$ cat config.mk
export PLATFORM = sky130hd
export DESIGN_NAME = uart_frame_decoder_flat
export DESIGN_NICKNAME = d
export VERILOG_FILES = /design/src/rtl/uart_frame_decoder_pkg.sv /design/src/rtl/uart_frame_decoder_if.sv /design/src/rtl/uart_frame_decoder_gap_timer.sv /design/src/rtl/uart_frame_decoder.sv /design/src/flat_wrapper.sv
export SDC_FILE = /design/constraint.sdc
export NUM_CORES = 1
export LEC_CHECK = 0
export CORE_MARGIN = 5
export CORE_UTILIZATION = 55
export CTS_BUF_LIST = sky130_fd_sc_hd__clkbuf_2 sky130_fd_sc_hd__clkbuf_4 sky130_fd_sc_hd__clkbuf_8
export DETAILED_ROUTE_END_ITERATION = 6
export HOLD_SLACK_MARGIN = 0.15
export PLACE_DENSITY_LB_ADDON = 0.1
export REMOVE_ABC_BUFFERS = 1
export SLEW_MARGIN = 20
export SYNTH_ARGS = -nofsm -noshare
export SYNTH_HDL_FRONTEND = slang
export SYNTH_SLANG_ARGS = --single-unit
export TNS_END_PERCENT = 100
$ cat constraint.sdc
create_clock -name clk -period 4.15 [get_ports clk]
set_clock_uncertainty 0.15 [all_clocks]
set_input_delay 0.6225 -clock clk [delete_from_list [all_inputs] [get_ports clk]]
set_output_delay 0.6225 -clock clk [all_outputs]
set_load 0.01 [all_outputs]
$ cat src/rtl/uart_frame_decoder_pkg.sv
// Shared constants and types for the UART frame decoder.
package uart_frame_pkg;

    localparam logic [7:0] SOF_BYTE = 8'hA5;
    localparam logic [7:0] CMD_LED  = 8'h01;

    typedef enum logic [1:0] {
        ERR_NONE = 2'd0,
        ERR_LEN  = 2'd1,
        ERR_CHK  = 2'd2,
        ERR_TMO  = 2'd3
    } err_code_t;

    typedef enum logic [2:0] {
        S_HUNT = 3'd0,
        S_CMD  = 3'd1,
        S_LEN  = 3'd2,
        S_PAY  = 3'd3,
        S_CHK  = 3'd4
    } state_t;

endpackage

$ cat src/rtl/uart_frame_decoder_if.sv
// Byte-stream input from uart_rx and decoded frame outputs.
interface uart_frame_decoder_if;
    logic       data_vld_i;
    logic [7:0] data_i;
    logic       pl_vld_o;
    logic [7:0] pl_data_o;
    logic [7:0] pl_idx_o;
    logic       frame_ok_o;
    logic       frame_err_o;
    logic [1:0] err_code_o;
    logic [7:0] cmd_o;
    logic [7:0] len_o;
    logic [3:0] led_o;

    modport master (
        output data_vld_i, data_i,
        input  pl_vld_o, pl_data_o, pl_idx_o, frame_ok_o, frame_err_o,
               err_code_o, cmd_o, len_o, led_o
    );

    modport slave (
        input  data_vld_i, data_i,
        output pl_vld_o, pl_data_o, pl_idx_o, frame_ok_o, frame_err_o,
               err_code_o, cmd_o, len_o, led_o
    );
endinterface

$ cat src/rtl/uart_frame_decoder_gap_timer.sv
// Inter-byte gap timer. Counts down from TIMEOUT_CYC after each clear and
// holds at zero; expired is high while the remaining count is zero, which is
// the same cycle an elapsed-cycles counter would reach TIMEOUT_CYC.
module uart_gap_timer #(
    parameter int TIMEOUT_CYC = 112500
) (
    input  logic clk,
    input  logic rst_n,
    input  logic clear,
    input  logic enable,
    output logic expired
);
    localparam int              CW = $clog2(TIMEOUT_CYC + 1);
    localparam logic [CW-1:0]   TC = CW'(TIMEOUT_CYC);

    logic [CW-1:0] remain;

    // Reload on clear, otherwise count down and saturate at zero.
    always_ff @(posedge clk or negedge rst_n) begin
        if (!rst_n) begin
            remain <= TC;
        end else if (clear) begin
            remain <= TC;
        end else if (enable && (remain != '0)) begin
            remain <= remain - CW'(1);
        end
    end

    assign expired = (remain == '0);

endmodule

$ cat src/rtl/uart_frame_decoder.sv
// Frame parser downstream of uart_rx: SOF, CMD, LEN, payload, CHK.
// Streams payload bytes, flags good/bad frames and owns the LED register.
//
//  state  | meaning
//  -------+-----------------------------------------------
//  S_HUNT | idle, waiting for SOF; other bytes dropped
//  S_CMD  | next byte is CMD, seeds the checksum
//  S_LEN  | next byte is LEN, range-checked against MAX_LEN
//  S_PAY  | payload bytes streamed out with their index
//  S_CHK  | next byte is compared with the running checksum
module uart_frame_decoder
    import uart_frame_pkg::*;
#(
    parameter int CLK_FREQ_Hz   = 27000000,
    parameter int BAUD_RATE     = 9600,
    parameter int MAX_LEN       = 16,
    parameter int TIMEOUT_BYTES = 4
) (
    input  logic                  clk,
    input  logic                  rst_n,
    uart_frame_decoder_if.slave   bus
);
    // 64-bit so the product cannot overflow before the divide.
    localparam longint unsigned TIMEOUT_CYC_W =
        (longint'(TIMEOUT_BYTES) * 64'd10 * longint'(CLK_FREQ_Hz)) / longint'(BAUD_RATE);
    localparam int TIMEOUT_CYC = int'(TIMEOUT_CYC_W);
    localparam logic [7:0] MAX_LEN_B = 8'(MAX_LEN);

    state_t    state;
    err_code_t err_code_q;
    logic [7:0] chk;
    logic [7:0] idx;
    logic [3:0] pl0_nib;
    logic       pl_vld_q;
    logic [7:0] pl_data_q;
    logic [7:0] pl_idx_q;
    logic       frame_ok_q;
    logic       frame_err_q;
    logic [7:0] cmd_q;
    logic [7:0] len_q;
    logic [3:0] led_q;
    logic       gap_clr;
    logic       gap_expired;

    assign gap_clr = bus.data_vld_i || (state == S_HUNT);

    uart_gap_timer #(
        .TIMEOUT_CYC (TIMEOUT_CYC)
    ) u_gap_timer (
        .clk     (clk),
        .rst_n   (rst_n),
        .clear   (gap_clr),
        .enable  (1'b1),
        .expired (gap_expired)
    );

    // Frame FSM with registered strobes, checksum and held outputs.
    // Only the low nibble of payload byte 0 is kept: it is all the LED needs.
    always_ff @(posedge clk or negedge rst_n) begin
        if (!rst_n) begin
            state       <= S_HUNT;
            err_code_q  <= ERR_NONE;
            chk         <= '0;
            idx         <= '0;
            pl0_nib     <= '0;
            pl_vld_q    <= 1'b0;
            pl_data_q   <= '0;
            pl_idx_q    <= '0;
            frame_ok_q  <= 1'b0;
            frame_err_q <= 1'b0;
            cmd_q       <= '0;
            len_q       <= '0;
            led_q       <= '0;
        end else begin
            pl_vld_q    <= 1'b0;
            frame_ok_q  <= 1'b0;
            frame_err_q <= 1'b0;
            if (bus.data_vld_i) begin
                case (state)
                    S_HUNT: begin
                        if (bus.data_i == SOF_BYTE) state <= S_CMD;
                    end
                    S_CMD: begin
                        cmd_q <= bus.data_i;
                        chk   <= bus.data_i;
                        state <= S_LEN;
                    end
                    S_LEN: begin
                        if ((bus.data_i == 8'd0) || (bus.data_i > MAX_LEN_B)) begin
                            frame_err_q <= 1'b1;
                            err_code_q  <= ERR_LEN;
                            state       <= S_HUNT;
                        end else begin
                            len_q <= bus.data_i;
                            chk   <= chk ^ bus.data_i;
                            idx   <= '0;
                            state <= S_PAY;
                        end
                    end
                    S_PAY: begin
                        pl_vld_q  <= 1'b1;
                        pl_data_q <= bus.data_i;
                        pl_idx_q  <= idx;
                        chk       <= chk ^ bus.data_i;
                        if (idx == 8'd0) pl0_nib <= bus.data_i[3:0];
                        if (idx == (len_q - 8'd1)) begin
                            state <= S_CHK;
                        end else begin
                            idx <= idx + 8'd1;
                        end
                    end
                    S_CHK: begin
                        if (bus.data_i == chk) begin
                            frame_ok_q <= 1'b1;
                            if (cmd_q == CMD_LED) led_q <= pl0_nib;
                        end else begin
                            frame_err_q <= 1'b1;
                            err_code_q  <= ERR_CHK;
                        end
                        state <= S_HUNT;
                    end
                    default: state <= S_HUNT;
                endcase
            end else if (gap_expired && (state != S_HUNT)) begin
                frame_err_q <= 1'b1;
                err_code_q  <= ERR_TMO;
                state       <= S_HUNT;
            end
        end
    end

    assign bus.pl_vld_o    = pl_vld_q;
    assign bus.pl_data_o   = pl_data_q;
    assign bus.pl_idx_o    = pl_idx_q;
    assign bus.frame_ok_o  = frame_ok_q;
    assign bus.frame_err_o = frame_err_q;
    assign bus.err_code_o  = err_code_q;
    assign bus.cmd_o       = cmd_q;
    assign bus.len_o       = len_q;
    assign bus.led_o       = led_q;

endmodule

$ cat src/flat_wrapper.sv
// flat-port wrapper written by rule: the top's interface ports become plain ports
module uart_frame_decoder_flat import uart_frame_pkg::*;
#(
    parameter int CLK_FREQ_Hz   = 27000000,
    parameter int BAUD_RATE     = 9600,
    parameter int MAX_LEN       = 16,
    parameter int TIMEOUT_BYTES = 4
)
  (clk, rst_n, bus_data_vld_i, bus_data_i, bus_pl_vld_o, bus_pl_data_o, bus_pl_idx_o, bus_frame_ok_o, bus_frame_err_o, bus_err_code_o, bus_cmd_o, bus_len_o, bus_led_o);
  uart_frame_decoder_if bus_i ();
  input  logic clk;
  input  logic rst_n;
  input wire logic [$bits(bus_i.data_vld_i)-1:0] bus_data_vld_i;
  input wire logic [$bits(bus_i.data_i)-1:0] bus_data_i;
  output wire logic [$bits(bus_i.pl_vld_o)-1:0] bus_pl_vld_o;
  output wire logic [$bits(bus_i.pl_data_o)-1:0] bus_pl_data_o;
  output wire logic [$bits(bus_i.pl_idx_o)-1:0] bus_pl_idx_o;
  output wire logic [$bits(bus_i.frame_ok_o)-1:0] bus_frame_ok_o;
  output wire logic [$bits(bus_i.frame_err_o)-1:0] bus_frame_err_o;
  output wire logic [$bits(bus_i.err_code_o)-1:0] bus_err_code_o;
  output wire logic [$bits(bus_i.cmd_o)-1:0] bus_cmd_o;
  output wire logic [$bits(bus_i.len_o)-1:0] bus_len_o;
  output wire logic [$bits(bus_i.led_o)-1:0] bus_led_o;
  assign bus_i.data_vld_i = bus_data_vld_i;
  assign bus_i.data_i = bus_data_i;
  assign bus_pl_vld_o = bus_i.pl_vld_o;
  assign bus_pl_data_o = bus_i.pl_data_o;
  assign bus_pl_idx_o = bus_i.pl_idx_o;
  assign bus_frame_ok_o = bus_i.frame_ok_o;
  assign bus_frame_err_o = bus_i.frame_err_o;
  assign bus_err_code_o = bus_i.err_code_o;
  assign bus_cmd_o = bus_i.cmd_o;
  assign bus_len_o = bus_i.len_o;
  assign bus_led_o = bus_i.led_o;
  uart_frame_decoder #(.CLK_FREQ_Hz(CLK_FREQ_Hz), .BAUD_RATE(BAUD_RATE), .MAX_LEN(MAX_LEN), .TIMEOUT_BYTES(TIMEOUT_BYTES)) u_core (.clk(clk), .rst_n(rst_n), .bus(bus_i));
endmodule
==> qor.csv, run 1 <==
stage;metric;value;unit
outcome;status;completed;
synthesis;synth_ff_type;dfrtp_1;
floorplanning;io_pins;52;
power;p_per_area;571;nW/um2
cells_and_area;nets;454;
setup_path;path_class;reg -> reg;
synthesis;avgSynthCellArea;9.90;um2
detailed_routing;wl_per_cell;16.0;um
setup_path;rr_startpoint;u_core.bus.len_o[0];
sta;hold_viol;0;
setup_path;r2r_slack;1.06;ns
floorplanning;start_util;0.572;
setup_path;critPathRequiredTime;4.20;ns
cells_and_area;nFillCells;577;
synthesis;synth_cell_types;48;
sta;grt_setup_unrepaired;false;
synthesis;synth_edf_count;0;
detailed_routing;detail_route.first_pass.iterations;4;
setup_path;timing.rr.end;u_core.state[1];
floorplanning;die_area;8940;um2
sta;setup_tns;0;ns
detailed_routing;route.detailed.drc;0;
synthesis;synth_top_area_share;0.446;
clock_network;numCtsBuffers;9;
setup_path;worstPathMaxFanout;16;
placed_design;place_hpwl;5960;um
sta;relSlewSlack;0.412;
placed_design;gp_congestion;0.845;
grt;grt_pass1_vias;3098;
sta;setup_viol;0;
power;ir_drop;0.352;mV
detailed_routing;vias;3046;
flow_run;maxCapViolCount;0;
detailed_routing;wl_met2;4130;um
setup_path;ff2ff_path_depth;9;
sta;layout_setup_ws;1.06;ns
setup_path;critPathLaunchType;flop;
detailed_routing;drt-total-wl;8650;um
clock_network;root_buffer;clkbuf_8;
setup_path;cp-end-kind;flop;
cells_and_area;drive_gt1_frac;0.133;
floorplanning;chipHeight;94.5;um
sta;layout_min_cycle_time;3.09;ns
clock_network;clkTransAtPathRegs;0.08;ns
clock_network;cts_tree;built;
detailed_routing;top_layer;met4;
sta;whs;0.140;ns
clock_network;cts_buffer_depth;2;
sta;fmax;324;MHz
clock_network;cts.sinks;81;
synthesis;ys.warnings.count;0;
detailed_routing;wl_met3;403;um
grt;grt_first_pass_wirelength;15200;um
grt;overflow;0;
detailed_routing;post_drt_via_cell_ratio;5.64;
synthesis;syn_area;3930;um2
synthesis;seq_area_frac_synth;0.519;
detailed_routing;wl_met1;4060;um
floorplanning;fp.coreArea;6870;um2
sta;period_share;0.744;
placed_design;port_buffers;51;
grt;grt_max_degree;82;
setup_path;cp.arrival;3.14;ns
synthesis;synth_top_cell_by_area;dfrtp_1;
power;p_leak;1.96;nW
grt;antenna_found_initial;0;
clock_network;cts_setup_buffers;0;
cells_and_area;multi_input_area;1760;um2
clock_network;clk_latency;0.35;ns
clock_network;cts-resized-gates;0;
grt;gr-usage-all-layers;0.216;
clock_network;postCtsHoldBufs;0;
clock_network;htreeDepth;3;
detailed_routing;ant_nets;0;
synthesis;syn_inst;397;
detailed_routing;drtIter0Drc;167;
sta;tightest_slew;0.879;ns
floorplanning;row_count;30;
hold_path;hold_class;in -> async;
synthesis;synthTopCellsByArea;dfrtp_1 45%, dfstp_2 7.4%, mux2_2 6.3%, nand2_1 5.8%, xnor2_1 4.9%;
synthesis;async_flop_share;1.00;
cells_and_area;register_area;2040;um2
synthesis;synth-seq-cells;81;
cells_and_area;syn2layout_area_growth;18.9;%
floorplanning;chipWidth;94.5;um
placed_design;dpl_worst_slack;0.901;ns
sta;maxSlewViolCount;0;
cells_and_area;num_antenna_cells;0;
cell usage after synthesis (2+ instances only):
cell type / n
nand2_1: 61
nor4_1: 3
o21ai_0: 17
and2_1: 2
nor3_1: 14
o21ai_1: 2
nor2_1: 22
buf_2: 5
a21oi_1: 24
xnor2_1: 22
a31oi_1: 8
dfstp_2: 11
nor2b_1: 6
ha_1: 4
nand4_1: 6
o31ai_1: 4
or2_2: 2
dfrtp_1: 70
xor2_1: 9
nand3_1: 15
or3_1: 11
and3_1: 2
or4_1: 5
nor4b_1: 4
clkbuf_1: 16
mux2_2: 22
inv_1: 9
cell type report:
class	count	area share
sequential	81	0.437
multi-input combinational	284	0.376
timing repair buffer	54	0.114
clock buffer	12	0.0340
tap	96	0.0257
inverter	9	0.00723
clock inverter	4	0.00616
metrics by stage:
step / utilization / power [mW] / cell area, um2 / cells
2_1_floorplan: - / 1.71 / 3830 / 374
3_3_place_gp: 0.652 / 2.11 / 4480 / 524
3_5_place_dp: 0.652 / 2.13 / 4480 / 524
4_1_cts: 0.680 / 2.69 / 4670 / 540
5_1_grt: 0.680 / 2.86 / 4670 / 540
6_report: 0.680 / 2.67 / 4670 / 540
layer usage:
layer / vias up / track usage
met5: - / 0
met4: 0 / 0.0541
li1: 1475 / -
met1: 1496 / 0.295
met3: 6 / 0.0598
met2: 69 / 0.344
flip-flops by register name, summed over array words and instances (netlist names):
signal,cells
u_core.u_gap_timer.remain,17
u_core.bus.cmd_o,8
u_core.bus.len_o,8
u_core.bus.pl_data_o,8
u_core.bus.pl_idx_o,8
u_core.chk,8
u_core.idx,8
u_core.bus.led_o,4
u_core.pl0_nib,4
u_core.state,3
u_core.bus.err_code_o,2
u_core.bus.frame_err_o,1
u_core.bus.frame_ok_o,1
u_core.bus.pl_vld_o,1
how the worst max path moves through the flow:
| stage | startpoint | to | slack [ns] | cells past startpoint |
|---|---|---|---|---|
| 6_report | u_core.bus.len_o[0] | u_core.state[1] | 1.06 | 9 |
| 5_1_grt | u_core.bus.len_o[0] | u_core.state[1] | 0.72 | 9 |
| 4_1_cts | u_core.bus.len_o[0] | u_core.state[1] | 1.09 | 9 |
| 3_5_place_dp | bus_data_i[3] | u_core.idx[7] | 0.90 | 8 |
| 3_3_place_gp | bus_data_i[3] | u_core.idx[7] | 0.93 | 8 |
| 2_1_floorplan | bus_data_i[3] | u_core.bus.len_o[0] | 1.56 | 5 |
kinds of logic (layout without fill, tap and decap cells):
family / after synthesis / count (layout) / share of synthesized area
simple gates: 160 / 160 / 0.201
flops: 81 / 81 / 0.519
compound gates: 67 / 67 / 0.101
buf+inv: 32 / 79 / 0.0341
xor+xnor: 31 / 31 / 0.0691
mux: 22 / 22 / 0.0630
fa+ha+maj: 4 / 4 / 0.0127
power breakdown:
part | switching (mW) | internal, mW
combinational | 0.462 | 0.464
clock | 0.290 | 0.257
sequential | 0.201 | 0.996
critical path, stage by stage (launching register included):
cell	delay, ns
dfrtp_1	0.47
inv_1	0.10
ha_1	0.31
xor2_1	0.19
o211ai_1	0.11
a2111oi_0	0.45
nand3_1	0.24
nor3_2	0.59
or3_1	0.21
o2111ai_1	0.11
cells in the final DEF (no fill, tap or decap), types with 2 or more instances in the layout:
cell type	count
nor2_1	22
dfstp_2	11
nor2b_1	6
a21oi_1	24
or2_2	2
o21ai_1	2
xnor2_1	22
and3_1	2
a31oi_1	8
nor4_1	3
nand3_1	15
nand4_1	6
o31ai_1	4
clkbuf_8	11
dfrtp_1	70
clkinvlp_4	2
or4_1	5
clkdlybuf4s50_1	50
mux2_2	22
or3_1	11
xor2_1	9
nor4b_1	4
inv_1	9
and2_1	2
o21ai_0	17
ha_1	4
nand2_1	61
buf_4	3
nor3_1	14
(Power assumes the default switching activity.)
==> run 2: changes to the inputs <==
--- a/config.mk
+++ b/config.mk
@@ -6,7 +6,7 @@
 export NUM_CORES = 1
 export LEC_CHECK = 0
 export CORE_MARGIN = 5
-export CORE_UTILIZATION = 55
+export CORE_UTILIZATION = 51
 export CTS_BUF_LIST = sky130_fd_sc_hd__clkbuf_2 sky130_fd_sc_hd__clkbuf_4 sky130_fd_sc_hd__clkbuf_8
 export DETAILED_ROUTE_END_ITERATION = 6
 export HOLD_SLACK_MARGIN = 0.15
==> constraint.sdc (replaced) <==
create_clock -name clk -period 2.6 [get_ports clk]
set_clock_uncertainty 0.15 [all_clocks]
set_input_delay 0.39 -clock clk [delete_from_list [all_inputs] [get_ports clk]]
set_output_delay 0.39 -clock clk [all_outputs]
set_load 0.01 [all_outputs]
==> run 2 against run 1 <==
- first-iteration DRC count is 1.2% higher
- largest power group unchanged
- largest cell class unchanged
- clock power grew 94%
- worst hold slack better by 0.19 ns
==> qor.csv, run 2 (synthesis results as in run 1) <==
stage;metric;value;unit;change
placed_design;place_hpwl;6700;um;+12%
sta;hold_viol;0;;unchanged
cells_and_area;syn2layout_area_growth;28.1;%;
floorplanning;fp.coreArea;7610;um2;+11%
clock_network;clk_latency;0.35;ns;about the same
flow_run;maxCapViolCount;0;;unchanged
sta;layout_min_cycle_time;2.46;ns;-0.629 ns
floorplanning;chipHeight;97.8;um;+3.4%
clock_network;cts.sinks;81;;unchanged
grt;grt_first_pass_wirelength;15700;um;+3.2%
placed_design;port_buffers;51;;unchanged
setup_path;cp_cell_sequence;inv_1 > ha_1 > nor3b_1 > or3_1 > a31oi_1 > a31oi_2 > nor3_2 > buf_6 > or4_1 > a21oi_2;;
hold_path;hp-start;u_core.u_gap_timer.remain[16];;
grt;grt_max_degree;45;;-45%
setup_path;crit_buf_inv;2;;+1
clock_network;clkTransAtPathRegs;0.08;ns;about the same
floorplanning;row_count;32;;+6.7%
floorplanning;chipWidth;97.8;um;+3.4%
sta;relSlewSlack;0.571;;+0.160
sta;fmax;407;MHz;+26%
cells_and_area;drive_gt1_frac;0.204;;+0.0713
hold_path;hold_class;reg -> reg;;
sta;tightest_slew;0.637;ns;-0.242 ns
power;switching_power;1.54;mW;+62%
detailed_routing;drt-total-wl;9260;um;+7.1%
floorplanning;io_pins;52;;unchanged
detailed_routing;detail_route.first_pass.iterations;4;;unchanged
cells_and_area;nets;490;;+7.9%
sta;period_share;0.946;;+0.202
detailed_routing;ant_nets;0;;unchanged
clock_network;cts_setup_buffers;0;;unchanged
outcome;status;completed;;
cells_and_area;num_antenna_cells;0;;unchanged
cells_and_area;stdcell_count;582;;+7.8%
grt;overflow;0;;unchanged
setup_path;path_class;reg -> reg;;
detailed_routing;route.detailed.drc;0;;unchanged
setup_path;cp.arrival;2.59;ns;-0.55 ns
sta;whs;0.328;ns;+0.187 ns
placed_design;dp.cells;565;;+7.8%
floorplanning;die_area;9560;um2;+7.0%
power;ir_drop;0.549;mV;+56%
clock_network;root_buffer;clkbuf_8;;
sta;maxSlewViolCount;0;;unchanged
setup_path;crit_path_start;u_core.bus.len_o[0];;
clock_network;htreeDepth;3;;unchanged
sta;layout_setup_ws;0.141;ns;-0.921 ns
floorplanning;start_util;0.517;;-0.0555
setup_path;r2r_slack;0.14;ns;-0.92 ns
cells_and_area;final_common_cell;dfrtp_1;;
detailed_routing;wl_per_cell;15.9;um;-0.58%
setup_path;cp-end-kind;flop;;
detailed_routing;vias;3222;;+5.8%
setup_path;rr_startpoint;u_core.bus.len_o[0];;
placed_design;gp_congestion;0.821;;-2.8%
setup_path;crit_path_top_delay_cell;or4_1;;
placed_design;post_dp_cell_area;4760;um2;+6.3%
power;seqPwrFrac;0.405;;-0.043
setup_path;worstPathMaxFanout;16;;unchanged
grt;grt_pass1_vias;3237;;+4.5%
clock_network;cts_tree;built;;
cells_and_area;mostFrequentLayoutCells;70 x dfrtp_1, 61 x nand2_1, 50 x clkdlybuf4s50_1;;
grt;gr-usage-all-layers;0.203;;-0.0131
power;p_per_area;913;nW/um2;+60%
cells_and_area;largest_reg_flops;17;;unchanged
power;clkPwrFrac;0.230;;+0.025
clock_network;cts_buffer_depth;2;;unchanged
sta;setup_viol;0;;unchanged
setup_path;critPathLaunchType;flop;;
setup_path;crit_family;simple AND/OR/NAND/NOR gates;;
cells_and_area;largest-register;u_core.u_gap_timer.remain;;
detailed_routing;post_drt_via_cell_ratio;5.54;;-1.9%
cells_and_area;finalInstanceArea;5030;um2;+7.7%
power;p_comb_frac;0.365;;+0.018
grt;antenna_found_initial;0;;unchanged
clock_network;numCtsBuffers;9;;unchanged
cells_and_area;nFillCells;610;;+5.7%
setup_path;critPathRequiredTime;2.73;ns;-1.47 ns
power;p_leak;2.16;nW;+10%
detailed_routing;drtIter0Drc;169;;+1.2%
power;power.internal;3.06;mW;+78%
power;p_sw_frac;0.335;;-0.0220
setup_path;cp_slowest_stage_delay;0.52;ns;-0.07 ns
placed_design;dpl_worst_slack;-0.187;ns;-1.09 ns
cells_and_area;utilization;0.662;;-0.0185
run 2: cell types whose count changed in the layout (fill, tap and decap cells not counted), sizes merged:
cell and delta:
clkinv -2, buf +35, dlygate4sd3 +1, bufinv +2
run 2: final cells by class:
class	instances	area [um2]	share of cell area
clock buffer	12	159	0.0316
clock inverter	4	75.1	0.0149
inverter	9	33.8	0.00671
multi-input combinational	284	1780	0.353
sequential	81	2040	0.405
tap	102	128	0.0254
timing repair buffer	90	820	0.163
run 2: final timing paths:
| check | to | depth (start not counted) |
|---|---|---|
| max in group asynchronous | u_core.u_gap_timer.remain[8] | 3 |
| hold reg to reg | u_core.u_gap_timer.remain[16] | 2 |
| setup reg to reg | u_core.idx[6] | 10 |
| hold / removal | u_core.u_gap_timer.remain[16] | 2 |
| setup / recovery | u_core.idx[6] | 10 |
| min in group asynchronous | u_core.bus.pl_idx_o[3] | 2 |
run 2: timing repair:
item / CTS / global route
hold buffers: 1 / 0
gates resized for setup: 1 / 6
endpoints found under the setup margin: 1 / 10
pin swaps: 0 / 5
hold endpoints to repair: 37 / 0
run 2: power by group through the flow:
stage	logic (mW)	clock network, mW	registers, mW
floorplan	0.792	0	1.93
global placement	1.61	0	1.87
detailed placement	1.66	0	1.87
CTS	1.67	1.08	1.86
global route	1.86	1.14	1.90
finish	1.68	1.06	1.86
run 2: tightest hold or removal path, delay by kind of cell, from the launching register on:
kind             cells  cell delay (ns)
AND/OR/NAND/NOR      2             0.10
flip-flops           1             0.38
run 2: metrics by stage:
step	power [mW]	setup TNS (ns)
2_1_floorplan	2.73	0
3_3_place_gp	3.48	-0.935
3_5_place_dp	3.53	-1.79
4_1_cts	4.61	0
5_1_grt	4.91	-0.218
6_report	4.60	0
run 2: per-layer routing:
metal / track usage / part of all wire / up-vias
met5: 0 / 0 / -
met4: 0.0639 / 0.017 / 0
met3: 0.0436 / 0.050 / 10
met2: 0.319 / 0.48 / 81
met1: 0.284 / 0.45 / 1591
li1: - / - / 1540
==> run 3: changes to the inputs <==
--- a/config.mk
+++ b/config.mk
@@ -6,7 +6,7 @@
 export NUM_CORES = 1
 export LEC_CHECK = 0
 export CORE_MARGIN = 5
-export CORE_UTILIZATION = 51
+export CORE_UTILIZATION = 40
 export CTS_BUF_LIST = sky130_fd_sc_hd__clkbuf_2 sky130_fd_sc_hd__clkbuf_4 sky130_fd_sc_hd__clkbuf_8
 export DETAILED_ROUTE_END_ITERATION = 6
 export HOLD_SLACK_MARGIN = 0.15
==> run 3 against run 2 <==
- utilization fell by 13 points
- power fell by 3.0%
- critical path depth fell by 2
- sequential power barely moved
- via count fell by 1.9%
- critical endpoint is now u_core.idx[7]
- largest power group unchanged
==> qor.csv, run 3 (synthesis results as in run 1) <==
stage;metric;value;unit;change
floorplanning;row_count;36;;+13%
power;p_per_area;872;nW/um2;-4.5%
clock_network;clk_latency;0.36;ns;about the same
power;clkPwrFrac;0.192;;-0.038
cells_and_area;largest_reg_flops;17;;unchanged
sta;hold_viol;0;;unchanged
detailed_routing;route.detailed.drc;0;;unchanged
floorplanning;chipHeight;109;um;+12%
power;p_leak;2.19;nW;+1.5%
placed_design;port_buffers;51;;unchanged
cells_and_area;finalInstanceArea;5110;um2;+1.6%
hold_path;holdPathStages;2;;unchanged
clock_network;cts_tree;built;;
hold_path;hp-start;u_core.u_gap_timer.remain[16];;
setup_path;cp-end-kind;flop;;
cells_and_area;drive_gt1_frac;0.228;;+0.0238
floorplanning;die_area;11900;um2;+25%
clock_network;clkTransAtPathRegs;0.09;ns;about the same
detailed_routing;vias;3162;;-1.9%
floorplanning;io_pins;52;;unchanged
clock_network;numCtsBuffers;9;;unchanged
floorplanning;start_util;0.406;;-0.111
setup_path;r2r_slack;0.08;ns;-0.07 ns
power;seqPwrFrac;0.416;;+0.011
sta;relSlewSlack;0.578;;+0.00689
floorplanning;chipWidth;109;um;+12%
grt;grt_max_degree;45;;unchanged
sta;setup_viol;0;;unchanged
power;p_comb_frac;0.393;;+0.028
clock_network;cts_buffer_depth;2;;unchanged
setup_path;cp_slowest_stage_delay;0.55;ns;+0.03 ns
setup_path;worstPathMaxFanout;6;;-10
power;ir_drop;0.385;mV;-30%
clock_network;cts.sinks;81;;unchanged
grt;gr-usage-all-layers;0.171;;-0.0318
floorplanning;fp.coreArea;9680;um2;+27%
power;totalPowerFinal;4.46;mW;-3.0%
outcome;status;completed;;
clock_network;root_buffer;clkbuf_8;;
detailed_routing;drtIter0Drc;129;;-24%
sta;tightest_slew;0.630;ns;-0.00678 ns
detailed_routing;detail_route.first_pass.iterations;4;;unchanged
cells_and_area;nets;497;;+1.4%
setup_path;cp.arrival;2.66;ns;+0.07 ns
sta;fmax;396;MHz;-2.6%
detailed_routing;ant_nets;0;;unchanged
cells_and_area;largest-register;u_core.u_gap_timer.remain;;
setup_path;ff2ff_path_depth;8;;-2
cells_and_area;syn2layout_area_growth;30.1;%;
power;power.internal;2.87;mW;-6.0%
detailed_routing;drt-total-wl;9510;um;+2.7%
sta;grt_setup_unrepaired;true;;
grt;antenna_found_initial;0;;unchanged
grt;overflow;0;;unchanged
setup_path;timing.rr.end;u_core.idx[7];;
sta;maxSlewViolCount;0;;unchanged
placed_design;place_hpwl;6750;um;+0.75%
clock_network;htreeDepth;3;;unchanged
sta;period_share;0.971;;+0.0250
sta;layout_min_cycle_time;2.52;ns;+0.0651 ns
grt;grt_pass1_vias;3185;;-1.6%
flow_run;maxCapViolCount;0;;unchanged
setup_path;rr_startpoint;u_core.bus.len_o[4];;
cells_and_area;num_antenna_cells;0;;unchanged
setup_path;cp_cell_sequence;or4_4 > nor4_4 > xnor2_1 > nand3_2 > nor3_4 > buf_6 > or4_1 > a21oi_1;;
setup_path;critPathLaunchType;flop;;
cells_and_area;final_common_cell;dfrtp_1;;
placed_design;gp_congestion;0.795;;-3.2%
hold_path;hold_path_end;u_core.u_gap_timer.remain[16];;
grt;grt_first_pass_wirelength;15800;um;+0.88%
setup_path;crit_path_top_delay_cell;or4_4;;
setup_path;path_class;reg -> reg;;
hold_path;hold_class;reg -> reg;;
setup_path;critPathRequiredTime;2.73;ns;about the same
placed_design;post_dp_cell_area;4830;um2;+1.4%
setup_path;crit_path_start;u_core.bus.len_o[4];;
cells_and_area;mostFrequentLayoutCells;70 x dfrtp_1, 61 x nand2_1, 50 x clkdlybuf4s50_1;;
detailed_routing;wl_per_cell;15.3;um;-3.6%
power;switching_power;1.59;mW;+3.2%
power;p_sw_frac;0.356;;+0.0211
detailed_routing;post_drt_via_cell_ratio;5.10;;-7.9%
-- run 3: changes by cell type in the layout (fill, tap and decap cells not counted), sizes merged --
cell      before  now
bufinv         2    0
clkinvlp       2    0
clkinv         0    5
buf           39   46
clkbuf        12   10
inv            9   10
-- run 3: area by class of cell --
type                            count  area, um2
Clock buffer                       10        138
Clock inverter                      6       41.3
Fill cell                         902       4570
Inverter                            9       33.8
Multi-Input combinational cell    284       1820
Sequential cell                    81       2040
Tap cell                          133        166
Timing Repair Buffer               97        872
-- run 3: worst max-delay path by stage --
stage | endpoint | slack (ns) | depth (start not counted)
after floorplan | u_core.state[1] | 0.02 | 9
after global placement | u_core.idx[7] | -0.24 | 9
after detailed placement | u_core.idx[7] | -0.23 | 9
after CTS | u_core.idx[6] | 0.07 | 11
after global routing | u_core.state[1] | -0.06 | 8
final | u_core.idx[7] | 0.08 | 8
-- run 3: timing repair --
item	4_1_cts	5_1_grt
buffers inserted	0	2
endpoints found under the setup margin	0	18
hold buffers	1	0
gates resized for setup	0	16
hold endpoints to repair	31	0
-- run 3: stage by stage --
step                      setup TNS (ns)  utilization  cells  worst slack (ns)  hold slack [ns]
final                                  0        0.528    620            0.0757            0.331
after global routing              -0.107        0.528    620           -0.0576            0.353
after CTS                              0        0.518    617            0.0656            0.336
after detailed placement           -1.69        0.499    600            -0.233            0.248
after global placement             -1.62        0.499    600            -0.237            0.243
after floorplan                        0            -    374            0.0246          -0.0556
-- run 3: worst max-delay path, delay by kind of cell (launching register included) --
kind / cells / cell delay [ns]
simple gates: 5 / 1.55
buf+inv: 1 / 0.13
xor+xnor: 1 / 0.12
flops: 1 / 0.38
compound gates: 1 / 0.13
-- run 3: metal layers --
layer | global-route usage | share of wire | up-vias
li1 | - | - | 1555
met4 | 0.0640 | 0.011 | 0
met3 | 0.0361 | 0.032 | 7
met5 | 0 | 0 | -
met2 | 0.271 | 0.48 | 42
met1 | 0.231 | 0.48 | 1558
-- run 3: power groups by stage --
stage | clock (mW) | combinational, mW | sequential [mW]
finish | 0.854 | 1.75 | 1.85
global route | 0.939 | 1.94 | 1.91
CTS | 0.881 | 1.69 | 1.85
detailed placement | 0 | 1.67 | 1.87
global placement | 0 | 1.65 | 1.87
floorplan | 0 | 0.792 | 1.93
